File: config.mk
export PLATFORM = sky130hd
export DESIGN_NAME = stm32_bus_engine_flat
export DESIGN_NICKNAME = d
export VERILOG_FILES = /design/src/rtl/stm32_bus_engine_if.sv /design/src/rtl/stm32_bus_engine.sv /design/src/flat_wrapper.sv
export SDC_FILE = /design/constraint.sdc
export NUM_CORES = 1
export LEC_CHECK = 0
export ABC_AREA = 1
export CORE_MARGIN = 2
export CORE_UTILIZATION = 34
export CTS_BUF_LIST = sky130_fd_sc_hd__clkbuf_4
export DETAILED_ROUTE_END_ITERATION = 16
export GPL_ROUTABILITY_DRIVEN = 1
export GPL_TIMING_DRIVEN = 0
export PLACE_DENSITY = 0.63
export SLEW_MARGIN = 10
export SYNTH_ARGS = -nofsm -noshare
export SYNTH_HDL_FRONTEND = slang
export SYNTH_SLANG_ARGS = --single-unit
File: constraint.sdc
create_clock -name clk_in -period 9.42 [get_ports clk_in]
set_input_delay 1.884 -clock clk_in [delete_from_list [all_inputs] [get_ports clk_in]]
set_output_delay 1.884 -clock clk_in [all_outputs]
set_load 0.03 [all_outputs]
File: src/rtl/stm32_bus_engine_if.sv
// Signal bundle between the STM32 bus slave engine and the surrounding bus pins,
// RX FIFO, TX sample sink, register file and status sources.
interface stm32_bus_engine_if #(
    parameter int unsigned RX_CHANNELS  = 2,
    parameter int unsigned SAMPLE_BYTES = 3,
    parameter int unsigned REG_ADDR_W   = 6
);
    localparam int unsigned SAMPLE_W = SAMPLE_BYTES * 8;
    localparam int unsigned RX_W     = RX_CHANNELS * 2 * SAMPLE_W;

    logic                  DATA_SYNC;
    logic [7:0]            bus_in;
    logic [7:0]            bus_out;
    logic                  bus_oe;
    logic [RX_W-1:0]       rx_data;
    logic                  rx_empty;
    logic [3:0]            rx_active;
    logic                  rx_ready;
    logic [SAMPLE_W-1:0]   tx_i;
    logic [SAMPLE_W-1:0]   tx_q;
    logic                  tx_valid;
    logic                  reg_wr_en;
    logic [REG_ADDR_W-1:0] reg_wr_addr;
    logic [7:0]            reg_wr_data;
    logic [6:0]            status_flags;

    modport slave (
        input  DATA_SYNC, bus_in, rx_data, rx_empty, rx_active, status_flags,
        output bus_out, bus_oe, rx_ready, tx_i, tx_q, tx_valid,
               reg_wr_en, reg_wr_addr, reg_wr_data
    );

    modport master (
        output DATA_SYNC, bus_in, rx_data, rx_empty, rx_active, status_flags,
        input  bus_out, bus_oe, rx_ready, tx_i, tx_q, tx_valid,
               reg_wr_en, reg_wr_addr, reg_wr_data
    );
endinterface

File: src/rtl/stm32_bus_engine.sv
// STM32 8-bit parallel-bus slave: command decode, echo, register writes, status
// readback with underrun counter, TX IQ frame capture and RX IQ frame streaming.
module stm32_bus_engine #(
    parameter int unsigned RX_CHANNELS  = 2,
    parameter int unsigned SAMPLE_BYTES = 3,
    parameter int unsigned REG_ADDR_W   = 6
) (
    input  logic              clk_in,
    input  logic              reset_in,
    stm32_bus_engine_if.slave bus
);
    localparam int unsigned SAMPLE_W = SAMPLE_BYTES * 8;
    localparam int unsigned CH_BYTES = 2 * SAMPLE_BYTES;
    localparam int unsigned TX_W     = CH_BYTES * 8;
    localparam int unsigned RX_W     = RX_CHANNELS * TX_W;
    localparam int unsigned CNT_W    = 8;

    typedef enum logic [2:0] {
        S_IDLE, S_ECHO, S_REGWR, S_STATUS, S_TXIQ, S_RXIQ
    } state_t;

    state_t                state;
    logic [CNT_W-1:0]      beat_cnt;
    logic [CNT_W-1:0]      rx_len;
    logic [RX_W-1:0]       rx_shadow;
    logic [TX_W-1:0]       tx_shift;
    logic [7:0]            echo_byte;
    logic [REG_ADDR_W-1:0] wr_addr;
    logic                  addr_valid;
    logic [15:0]           underrun_cnt;
    logic                  sticky;

    logic [3:0]            chan_c;
    logic [CNT_W-1:0]      rx_len_c;
    logic [CNT_W-1:0]      ch_c;
    logic [CNT_W-1:0]      pos_c;
    logic [CNT_W-1:0]      sel_c;
    logic [7:0]            rx_byte_c;
    logic [TX_W-1:0]       tx_full_c;
    logic                  rx_latch_c;
    logic                  status_clear_c;

    // Frame length from the clamped channel count
    always_comb begin
        chan_c = bus.rx_active;
        if (bus.rx_active == 4'd0 || 32'(bus.rx_active) > RX_CHANNELS)
            chan_c = 4'(RX_CHANNELS);
        rx_len_c = CNT_W'(chan_c) * CNT_W'(CH_BYTES);
    end

    // Shadow byte for the current RX beat: per channel Q then I, each MSB first
    always_comb begin
        ch_c  = beat_cnt / CNT_W'(CH_BYTES);
        pos_c = beat_cnt % CNT_W'(CH_BYTES);
        if (pos_c < CNT_W'(SAMPLE_BYTES))
            sel_c = ch_c * CNT_W'(CH_BYTES) + CNT_W'(SAMPLE_BYTES - 1) - pos_c;
        else
            sel_c = ch_c * CNT_W'(CH_BYTES) + CNT_W'(SAMPLE_BYTES + CH_BYTES - 1) - pos_c;
        rx_byte_c = 8'(rx_shadow >> {sel_c, 3'b000});
    end

    always_comb begin
        tx_full_c      = {tx_shift[TX_W-9:0], bus.bus_in};
        rx_latch_c     = (bus.DATA_SYNC && bus.bus_in == 8'd4) ||
                         (!bus.DATA_SYNC && state == S_RXIQ && beat_cnt == rx_len - CNT_W'(1));
        status_clear_c = !bus.DATA_SYNC && state == S_STATUS && beat_cnt == CNT_W'(2);
    end

    always_ff @(posedge clk_in) begin
        if (reset_in) begin
            state            <= S_IDLE;
            beat_cnt         <= '0;
            rx_len           <= '0;
            rx_shadow        <= '0;
            tx_shift         <= '0;
            echo_byte        <= '0;
            wr_addr          <= '0;
            addr_valid       <= 1'b0;
            underrun_cnt     <= '0;
            sticky           <= 1'b0;
            bus.bus_out      <= '0;
            bus.bus_oe       <= 1'b0;
            bus.rx_ready     <= 1'b0;
            bus.tx_i         <= '0;
            bus.tx_q         <= '0;
            bus.tx_valid     <= 1'b0;
            bus.reg_wr_en    <= 1'b0;
            bus.reg_wr_addr  <= '0;
            bus.reg_wr_data  <= '0;
        end else begin
            bus.rx_ready  <= 1'b0;
            bus.tx_valid  <= 1'b0;
            bus.reg_wr_en <= 1'b0;
            if (bus.DATA_SYNC) begin
                // A command beat abandons whatever was in flight
                beat_cnt    <= '0;
                addr_valid  <= 1'b0;
                bus.bus_out <= 8'h00;
                bus.bus_oe  <= (bus.bus_in == 8'd2) || (bus.bus_in == 8'd4);
                case (bus.bus_in)
                    8'd0:    state <= S_ECHO;
                    8'd1:    state <= S_REGWR;
                    8'd2:    state <= S_STATUS;
                    8'd3:    state <= S_TXIQ;
                    8'd4:    state <= S_RXIQ;
                    default: state <= S_IDLE;
                endcase
            end else begin
                case (state)
                    S_ECHO: begin
                        beat_cnt <= CNT_W'(!beat_cnt[0]);
                        if (!beat_cnt[0]) begin
                            echo_byte  <= bus.bus_in;
                            bus.bus_oe <= 1'b0;
                        end else begin
                            bus.bus_out <= echo_byte;
                            bus.bus_oe  <= 1'b1;
                        end
                    end
                    S_REGWR: begin
                        if (!addr_valid) begin
                            wr_addr    <= REG_ADDR_W'(bus.bus_in);
                            addr_valid <= 1'b1;
                        end else begin
                            bus.reg_wr_en   <= 1'b1;
                            bus.reg_wr_addr <= wr_addr;
                            bus.reg_wr_data <= bus.bus_in;
                            wr_addr         <= wr_addr + REG_ADDR_W'(1);
                        end
                    end
                    S_STATUS: begin
                        case (beat_cnt)
                            CNT_W'(0): bus.bus_out <= {sticky, bus.status_flags};
                            CNT_W'(1): bus.bus_out <= underrun_cnt[15:8];
                            CNT_W'(2): bus.bus_out <= underrun_cnt[7:0];
                            default:   bus.bus_out <= 8'h00;
                        endcase
                        if (beat_cnt != CNT_W'(3))
                            beat_cnt <= beat_cnt + CNT_W'(1);
                    end
                    S_TXIQ: begin
                        tx_shift <= tx_full_c;
                        if (beat_cnt == CNT_W'(CH_BYTES - 1)) begin
                            beat_cnt     <= '0;
                            bus.tx_q     <= tx_full_c[TX_W-1 -: SAMPLE_W];
                            bus.tx_i     <= tx_full_c[SAMPLE_W-1:0];
                            bus.tx_valid <= 1'b1;
                        end else begin
                            beat_cnt <= beat_cnt + CNT_W'(1);
                        end
                    end
                    S_RXIQ: begin
                        bus.bus_out <= rx_byte_c;
                        if (rx_latch_c)
                            beat_cnt <= '0;
                        else
                            beat_cnt <= beat_cnt + CNT_W'(1);
                    end
                    default: ;
                endcase
            end

            // Head latch at RX frame start; an empty FIFO sends zeros and counts an underrun
            if (rx_latch_c) begin
                rx_len <= rx_len_c;
                if (bus.rx_empty) begin
                    rx_shadow <= '0;
                    sticky    <= 1'b1;
                    if (underrun_cnt != 16'hFFFF)
                        underrun_cnt <= underrun_cnt + 16'd1;
                end else begin
                    rx_shadow    <= bus.rx_data;
                    bus.rx_ready <= 1'b1;
                end
            end

            // Placed last so a readback clear beats a same-edge underrun
            if (status_clear_c) begin
                underrun_cnt <= '0;
                sticky       <= 1'b0;
            end
        end
    end
endmodule

File: src/flat_wrapper.sv
// flat-port wrapper written by rule: the top's interface ports become plain ports
module stm32_bus_engine_flat 
#(
    parameter int unsigned RX_CHANNELS  = 2,
    parameter int unsigned SAMPLE_BYTES = 3,
    parameter int unsigned REG_ADDR_W   = 6
)
  (clk_in, reset_in, bus_DATA_SYNC, bus_bus_in, bus_rx_data, bus_rx_empty, bus_rx_active, bus_status_flags, bus_bus_out, bus_bus_oe, bus_rx_ready, bus_tx_i, bus_tx_q, bus_tx_valid, bus_reg_wr_en, bus_reg_wr_addr, bus_reg_wr_data);
  stm32_bus_engine_if #(.RX_CHANNELS(RX_CHANNELS), .SAMPLE_BYTES(SAMPLE_BYTES), .REG_ADDR_W(REG_ADDR_W)) bus_i ();
  input  logic clk_in;
  input  logic reset_in;
  input wire logic [$bits(bus_i.DATA_SYNC)-1:0] bus_DATA_SYNC;
  input wire logic [$bits(bus_i.bus_in)-1:0] bus_bus_in;
  input wire logic [$bits(bus_i.rx_data)-1:0] bus_rx_data;
  input wire logic [$bits(bus_i.rx_empty)-1:0] bus_rx_empty;
  input wire logic [$bits(bus_i.rx_active)-1:0] bus_rx_active;
  input wire logic [$bits(bus_i.status_flags)-1:0] bus_status_flags;
  output wire logic [$bits(bus_i.bus_out)-1:0] bus_bus_out;
  output wire logic [$bits(bus_i.bus_oe)-1:0] bus_bus_oe;
  output wire logic [$bits(bus_i.rx_ready)-1:0] bus_rx_ready;
  output wire logic [$bits(bus_i.tx_i)-1:0] bus_tx_i;
  output wire logic [$bits(bus_i.tx_q)-1:0] bus_tx_q;
  output wire logic [$bits(bus_i.tx_valid)-1:0] bus_tx_valid;
  output wire logic [$bits(bus_i.reg_wr_en)-1:0] bus_reg_wr_en;
  output wire logic [$bits(bus_i.reg_wr_addr)-1:0] bus_reg_wr_addr;
  output wire logic [$bits(bus_i.reg_wr_data)-1:0] bus_reg_wr_data;
  assign bus_i.DATA_SYNC = bus_DATA_SYNC;
  assign bus_i.bus_in = bus_bus_in;
  assign bus_i.rx_data = bus_rx_data;
  assign bus_i.rx_empty = bus_rx_empty;
  assign bus_i.rx_active = bus_rx_active;
  assign bus_i.status_flags = bus_status_flags;
  assign bus_bus_out = bus_i.bus_out;
  assign bus_bus_oe = bus_i.bus_oe;
  assign bus_rx_ready = bus_i.rx_ready;
  assign bus_tx_i = bus_i.tx_i;
  assign bus_tx_q = bus_i.tx_q;
  assign bus_tx_valid = bus_i.tx_valid;
  assign bus_reg_wr_en = bus_i.reg_wr_en;
  assign bus_reg_wr_addr = bus_i.reg_wr_addr;
  assign bus_reg_wr_data = bus_i.reg_wr_data;
  stm32_bus_engine #(.RX_CHANNELS(RX_CHANNELS), .SAMPLE_BYTES(SAMPLE_BYTES), .REG_ADDR_W(REG_ADDR_W)) u_core (.clk_in(clk_in), .reset_in(reset_in), .bus(bus_i));
endmodule
## Word level (Yosys, flattened, before mapping)

Cells that the tools add are included.

- Add/subtract/negate cells: 8
- Multiply operators: 2
- Divide/modulo/power cells: 2
- Magnitude comparators: 2
- Eq/ne operators: 17
- Shifts and indexed selects: 1
- Muxes and demuxes: 18
- Bitwise operators: 5
- Reduce and logical (&&, ||, !) cells: 30

Operators with widths:

| kind | number |
|---|---|
| two-way mux 96 bit | 1 |
| >> shifter 96 x 11 -> 8 bit | 1 |
| one-hot mux 8 bit (3 select lines) | 2 |
| two-way mux 8 bit | 5 |
| one-hot mux 8 bit (4 select lines) | 1 |
| == test 8 x 2 -> 1 bit (second input constant) | 3 |
| adder 16 x 1 -> 16 bit (second input constant) | 1 |
| == test 8 x 1 -> 1 bit (second input constant) | 2 |
| == test 8 x 3 -> 1 bit (second input constant) | 2 |
| logical NOT 8 bit | 2 |
| inequality test 16 bit (second input constant) | 1 |
| subtractor 8 bit | 2 |
| one-hot mux 3 bit (5 select lines) | 1 |
| AND reduction 3 bit | 4 |
| AND reduction 2 bit | 5 |
| adder 8 x 1 -> 8 bit (second input constant) | 1 |
| adder 8 x 2 -> 8 bit (second input constant) | 1 |
| adder 8 x 4 -> 8 bit (second input constant) | 1 |
| divider 8 x 3 -> 8 bit (second input constant) | 1 |
| == test 8 bit | 1 |
| < comparator 8 x 2 -> 1 bit (second input constant) | 1 |
| remainder unit 8 x 3 -> 8 bit (second input constant) | 1 |
| multiplier 8 x 2 -> 7 bit (second input constant) | 1 |
| inequality test 8 x 2 -> 1 bit (second input constant) | 1 |
| other kinds (22) | 43 |

- Register bits after elaboration: 259
- Output and inout bits: 74
- Logic and storage cells: 104

## Depth between registers and ports, before layout

- Depth after elaboration: 7
- Mapped depth: 38

## Worst setup path before layout

No wires, ideal clock.

- Path kind: register to register
- Start point: reg u_core.beat_cnt[7]
- End point: reg u_core.bus.bus_out[1]
- Data arrival time: 4.251 ns
- Data required time: 9.350 ns
- Path slack: 5.099 ns
- Cell stages (with the launch flop): 35
- Buffers on the path: 1
- Period minus slack after synthesis: 4.321 ns
- Cells stage by stage: dfxtp_1 > buf_4 > inv_2 > nand3_1 > nand2_2 > nand2_2 > nand3_2 > nand2_2 > nand2_1 > nand2_2 > nand3_1 > o21ai_2 > inv_2 > nand2_1 > nand3_2 > nand3_4 > ha_1 > inv_1 > fa_1 > nor2_1 > a211oi_1 > xor2_1 > ha_1 > ha_1 > a21oi_1 > o21ai_0 > a31oi_1 > inv_1 > nand2_1 > nand2_1 > nand2_1 > nand2_1 > nor3_4 > nand2_1 > a21oi_1

- Longest elaborated chain between the ends: 7
- Elaborated cells between the ends (all ways): 15
- Classes of those cells: 4 x add/sub; 1 x mul; 2 x div; 1 x order compare; 2 x eq/ne; 1 x shift; 3 x mux; 1 x reduce/logical

RTL lines:

| what | RTL line | RTL |
|---|---|---|
| start: declaration | stm32_bus_engine.sv:23 | `logic [CNT_W-1:0] beat_cnt;` |
| start signal: assignment | stm32_bus_engine.sv:111 | `beat_cnt <= CNT_W'(!beat_cnt[0]);` |
| start signal: assignment | stm32_bus_engine.sv:139 | `beat_cnt <= beat_cnt + CNT_W'(1);` |
| start signal: assignment | stm32_bus_engine.sv:149 | `beat_cnt <= beat_cnt + CNT_W'(1);` |
| divider 8 x 3 -> 8 bit | stm32_bus_engine.sv:53 | `ch_c = beat_cnt / CNT_W'(CH_BYTES);` |
| multiplier 8 x 2 -> 7 bit | stm32_bus_engine.sv:56, stm32_bus_engine.sv:58 |  |
| adder 8 x 4 -> 8 bit or adder 8 x 2 -> 8 bit (tied branches) | stm32_bus_engine.sv:58, stm32_bus_engine.sv:56 |  |
| subtractor 8 bit (on tied branches) | stm32_bus_engine.sv:58, stm32_bus_engine.sv:56 |  |
| two-way mux 8 bit | stm32_bus_engine.sv:55 | `if (pos_c < CNT_W'(SAMPLE_BYTES))` |
| >> shifter 96 x 11 -> 8 bit | stm32_bus_engine.sv:59 | `rx_byte_c = 8'(rx_shadow >> {sel_c, 3'b000});` |
| one-hot mux 8 bit (3 select lines) (*) | stm32_bus_engine.sv:109 | `case (state)` |
| end signal: assignment | stm32_bus_engine.sv:116 | `bus.bus_out <= echo_byte;` |
| end signal: assignment | stm32_bus_engine.sv:133 | `CNT_W'(0): bus.bus_out <= {sticky, bus.status_flags};` |
| end signal: assignment | stm32_bus_engine.sv:134 | `CNT_W'(1): bus.bus_out <= underrun_cnt[15:8];` |
| end: declaration | stm32_bus_engine_if.sv:29 | `output bus_out, bus_oe, rx_ready, tx_i, tx_q, tx_valid,` |

Mark *: on every way between the ends. The rest lies on a longest branch, timed or not.
A chain may end at the register's enable or synchronous reset.

## Final worst setup path

- Start point: reg u_core.beat_cnt[0]
- End point: reg u_core.bus.bus_out[1]

- Longest elaborated chain between the ends: 7
- Elaborated cells between the ends (all ways): 17
- Classes of those cells: 4 x add/sub; 1 x mul; 2 x div; 1 x order compare; 3 x eq/ne; 1 x shift; 3 x mux; 2 x reduce/logical

RTL lines:

| what | RTL line |
|---|---|
| divider 8 x 3 -> 8 bit | stm32_bus_engine.sv:53 |
| multiplier 8 x 2 -> 7 bit | stm32_bus_engine.sv:56, stm32_bus_engine.sv:58 |
| adder 8 x 4 -> 8 bit or adder 8 x 2 -> 8 bit (tied branches) | stm32_bus_engine.sv:58, stm32_bus_engine.sv:56 |
| subtractor 8 bit (on tied branches) | stm32_bus_engine.sv:58, stm32_bus_engine.sv:56 |
| two-way mux 8 bit | stm32_bus_engine.sv:55 |
| >> shifter 96 x 11 -> 8 bit | stm32_bus_engine.sv:59 |
| one-hot mux 8 bit (3 select lines) | stm32_bus_engine.sv:109 |

Several ways; a longest one is shown, not always the timed one.

==> impl_results.rst <==
.. list-table::
   :header-rows: 1

   * - Metric
     - Value
   * - Arr. time, crit path
     - ~5.9 ns
   * - Area Overhead vs Synth
     - 27.68%
   * - Power density normalized to cell area
     - 145.8 nW/um^2
   * - Number of instances in the synthesized netlist
     - approximately 1.6k
   * - Crit path capture type
     - flip-flop
   * - Mapped cell area
     - between 10000 and 15000 um^2
   * - Unrepaired setup endpoints after global routing
     - false
   * - Leading cell type in the layout, fill and taps excluded
     - sky130_fd_sc_hd__nor2_1
   * - Via count of the first global-routing pass
     - 11.63k
   * - Max Buffers Root-to-Sink
     - 3
   * - Filler instances
     - approximately 3.6k
   * - Headroom to the max-slew limit
     - between 40% and 50%
   * - Final Non-Filler Cells
     - roughly 2.4k
   * - Number of antenna-violating nets in the routed design
     - 0
   * - Total wire length after detailed routing
     - around 40000 um
   * - Met3 Routed Length
     - about 3200 um
   * - Number of search-and-repair iterations in the first detailed-routing pass
     - 5
   * - Via-to-Cell Ratio
     - roughly 5.1
   * - Die Area
     - 37480 um^2
   * - CTS Root Cell
     - sky130_fd_sc_hd__clkbuf_4
   * - Latest clock arrival within the worst-skew pair
     - roughly 0.73 ns
   * - Pin count of the biggest net entering global routing
     - 14
   * - Crit. Startpoint
     - u_core.beat_cnt[0]
   * - EDFF count, synth
     - 0
   * - Top routing layer used
     - met5
   * - Post-layout min period
     - around 5.2 ns
   * - Instance count after placement with tap cells included
     - between 2k and 2.5k
   * - Via total after detailed routing
     - around 12k
   * - H-Tree Depth
     - 3
   * - Fraction of final layout cells with drive strength greater than 1
     - between 8 and 9%
   * - Routed WL per cell
     - ~16 um
   * - Worst setup slack for register-to-register paths
     - around 4.2 ns
   * - Top library cells by usage in the layout, fill and taps aside
     - 301 x sky130_fd_sc_hd__nor2_1, 259 x sky130_fd_sc_hd__dfxtp_1, 215 x sky130_fd_sc_hd__nand2_1
   * - Maximum Capacitance Violations
     - 0
   * - DRC Markers
     - 0
   * - Number of sinks driven by the clock tree
     - ~260
   * - Ys async rst share
     - 0%
   * - Max Slew Vio Count
     - 0
   * - Capture instance of the worst register-to-register path
     - u_core.bus.bus_out[1]
   * - GRT Overall Usage
     - between 20% and 30%
   * - Number of port buffers
     - roughly 190
   * - Cts-stage hold buffer count
     - 0
   * - Die Y-Extent
     - approximately 190 um
   * - Starting density of the core
     - 34.44%
   * - Min-Delay Path Class
     - reg -> reg
   * - Worst IR drop on VDD
     - roughly 0.095 mV
   * - Post-CTS Repair Setup Buffers
     - 0
   * - Wire length of the first global-routing pass
     - just over 60000 um
   * - HPWL after detailed placement
     - approximately 30000 um
   * - Power consumption
     - 2.275 mW
   * - Actual slew at the worst max-slew pin
     - 0.8704 ns
   * - Count of distinct cell types in the synthesized netlist
     - 55
   * - CP Launch Type
     - flip-flop
   * - GR Overflow Total
     - 0
   * - Count of yosys warnings during synthesis
     - 0
   * - Number of storage elements in the synthesis netlist
     - around 260
   * - Wl on met1
     - 17780 um
   * - Sequential-to-total area share from yosys stat
     - between 40% and 50%
   * - Total placed instance area
     - roughly 15000 um^2
   * - Capture endpoint of the worst hold path
     - u_core.bus.tx_q[3]
   * - Clock skew after layout
     - between 0.05 and 0.06 ns
   * - Quantity of gates resized following cts
     - 0
   * - Cts bufs inserted
     - 70
   * - Result of the run
     - completed
   * - Number of design-rule violations left by the first detailed-router iteration
     - between 1k and 1.5k
   * - Worst hold path depth
     - 2
   * - Clock tree from TritonCTS
     - yes
   * - Ports
     - slightly below 200
   * - Critical path peak fanout
     - 13
   * - Worst Path Class, Setup
     - reg -> reg
   * - Highest attainable clock frequency
     - between 150 and 200 MHz
   * - Antenna violations before repair
     - 6
   * - Worst Hold Slack
     - 0.4682 ns
   * - DR WL met2
     - around 17000 um
   * - Post-layout instance area
     - 15600 um^2
   * - Data required time of the critical path
     - a little over 10 ns
   * - Primary FF master, synth
     - sky130_fd_sc_hd__dfxtp_1
   * - Leakage dissipation
     - between 6 and 7 nW
   * - Final Setup Violations
     - 0
   * - Placeable core area
     - 35480 um^2
   * - Source of the worst hold timing path
     - u_core.tx_shift[19]
   * - Source of the worst register-to-register timing path
     - u_core.beat_cnt[0]
   * - Worst reg-to-reg path cell count
     - 25
   * - Standard-cell rows
     - 69
   * - Final worst-path cycle share
     - a little under three fifths
   * - Clock-pin transition on the worst setup and hold timing paths
     - 0.06 ns
   * - Final layout net count
     - 2041
   * - Post-Synthesis Mean Instance Area
     - 7.567 um^2
   * - Final weighted congestion in routability-driven placement
     - 0.8706
   * - Die width
     - roughly 190 um
   * - Number of hold violations in the final report
     - 0
   * - Fin Setup TNS
     - 0 ns
-- how the worst max path moves through the flow --
stage / slack [ns] / end / depth (start not counted)
2_1_floorplan: 5.10 / u_core.bus.bus_out[1] / 34
3_3_place_gp: 3.87 / u_core.rx_shadow[75] / 12
3_5_place_dp: 3.85 / u_core.rx_shadow[81] / 12
4_1_cts: 4.27 / u_core.bus.bus_out[1] / 25
5_1_grt: 3.84 / u_core.bus.bus_out[1] / 25
6_report: 4.20 / u_core.bus.bus_out[1] / 25
-- critical path, stage by stage, from the launching register on --
cell and delay [ns]:
sky130_fd_sc_hd__dfxtp_1 0.36, sky130_fd_sc_hd__buf_2 0.23, sky130_fd_sc_hd__clkinv_1 0.42, sky130_fd_sc_hd__clkbuf_1 0.46, sky130_fd_sc_hd__ha_1 0.36, sky130_fd_sc_hd__nand3_1 0.16, sky130_fd_sc_hd__nand3_4 0.17, sky130_fd_sc_hd__ha_1 0.24
sky130_fd_sc_hd__inv_1 0.07, sky130_fd_sc_hd__fa_1 0.21, sky130_fd_sc_hd__nor2_1 0.06, sky130_fd_sc_hd__a211oi_1 0.22, sky130_fd_sc_hd__xor2_1 0.18, sky130_fd_sc_hd__ha_1 0.25, sky130_fd_sc_hd__ha_1 0.39, sky130_fd_sc_hd__a21oi_1 0.20
sky130_fd_sc_hd__o21ai_0 0.13, sky130_fd_sc_hd__a31oi_1 0.21, sky130_fd_sc_hd__inv_1 0.06, sky130_fd_sc_hd__nand2_1 0.06, sky130_fd_sc_hd__nand2_1 0.05, sky130_fd_sc_hd__nand2_1 0.05, sky130_fd_sc_hd__nand2_1 0.11, sky130_fd_sc_hd__nor3_4 0.23
sky130_fd_sc_hd__nand2_1 0.14, sky130_fd_sc_hd__a21oi_1 0.15
-- state kept, by name (all words and copies together), names as in the netlist, 8 cells and up --
signal                  cells
u_core.rx_shadow           96
u_core.bus.reg_wr_data      8
u_core.underrun_cnt        16
u_core.bus.tx_i            24
u_core.echo_byte            8
u_core.bus.tx_q            24
u_core.bus.bus_out          8
u_core.beat_cnt             8
u_core.tx_shift            40
-- synth_stat cells (5+ instances only) --
master                     instances  area [um^2]
sky130_fd_sc_hd__a311oi_1          8        70.07
sky130_fd_sc_hd__nand4_1          20        125.1
sky130_fd_sc_hd__nor2_1          301         1130
sky130_fd_sc_hd__mux2i_1          32        320.3
sky130_fd_sc_hd__nor3_1           10        50.05
sky130_fd_sc_hd__clkinv_1          6        22.52
sky130_fd_sc_hd__buf_1            10        37.54
sky130_fd_sc_hd__nand2_1         215        807.0
sky130_fd_sc_hd__nor4_1            8        50.05
sky130_fd_sc_hd__a21oi_1          78        390.4
sky130_fd_sc_hd__a22oi_1          94        705.7
sky130_fd_sc_hd__o22ai_1           6        37.54
sky130_fd_sc_hd__xor2_1           19        166.4
sky130_fd_sc_hd__clkbuf_1         64        240.2
sky130_fd_sc_hd__ha_1             34        425.4
sky130_fd_sc_hd__a31oi_1           6        37.54
sky130_fd_sc_hd__buf_2             6        30.03
sky130_fd_sc_hd__a211oi_1          9        67.56
sky130_fd_sc_hd__inv_1           120        450.4
sky130_fd_sc_hd__inv_2             5        18.77
sky130_fd_sc_hd__o21ai_0         132        660.6
sky130_fd_sc_hd__nand3_1         103        515.5
sky130_fd_sc_hd__nand2_2          13        81.33
sky130_fd_sc_hd__a221oi_1          5        43.79
sky130_fd_sc_hd__dfxtp_1         259         5185
-- layout make-up --
| class | count | area [um^2] | share of cell area, % |
|---|---|---|---|
| buffer | 85 | 349.1 | 2.237 |
| multi-input combinational | 1146 | 6217 | 39.84 |
| clock inverter | 9 | 81.33 | 0.5212 |
| antenna | 4 | 10.01 | 0.06415 |
| sequential | 259 | 5185 | 33.23 |
| clock buffer | 104 | 780.7 | 5.004 |
| inverter | 131 | 491.7 | 3.151 |
| tap | 461 | 576.8 | 3.697 |
| timing repair buffer | 191 | 1912 | 12.25 |
-- report_power, final --
group | switching [mW] | internal (mW) | total, mW | leakage (nW)
Clock | 0.475 | 0.529 | 1.00 | 0.506
Sequential | 0.00872 | 1.11 | 1.11 | 2.09
Combinational | 0.0871 | 0.0699 | 0.157 | 3.77
-- metal layers --
metal,vias up,global-route usage (%)
met5,-,0
met4,4,8.142
met3,77,6.067
met2,393,31.34
met1,5616,27.27
li1,6028,-
-- cell families after synthesis --
| family | synth area share [%] |
|---|---|
| fa+ha+maj | 4.136 |
| buf+inv | 6.880 |
| xor+xnor | 1.648 |
| mux | 2.621 |
| simple gates | 24.24 |
| compound gates | 17.98 |
| flops | 42.43 |
| other cells | 0.06145 |
-- stage by stage --
| stage | setup slack (ns) | utilization [%] |
|---|---|---|
| floorplan | 5.099 | - |
| global placement | 3.870 | 41.52 |
| detailed placement | 3.848 | 41.52 |
| CTS | 4.271 | 43.95 |
| global route | 3.842 | 43.97 |
| finish | 4.195 | 43.98 |
Power figures use the tool's default switching activity.
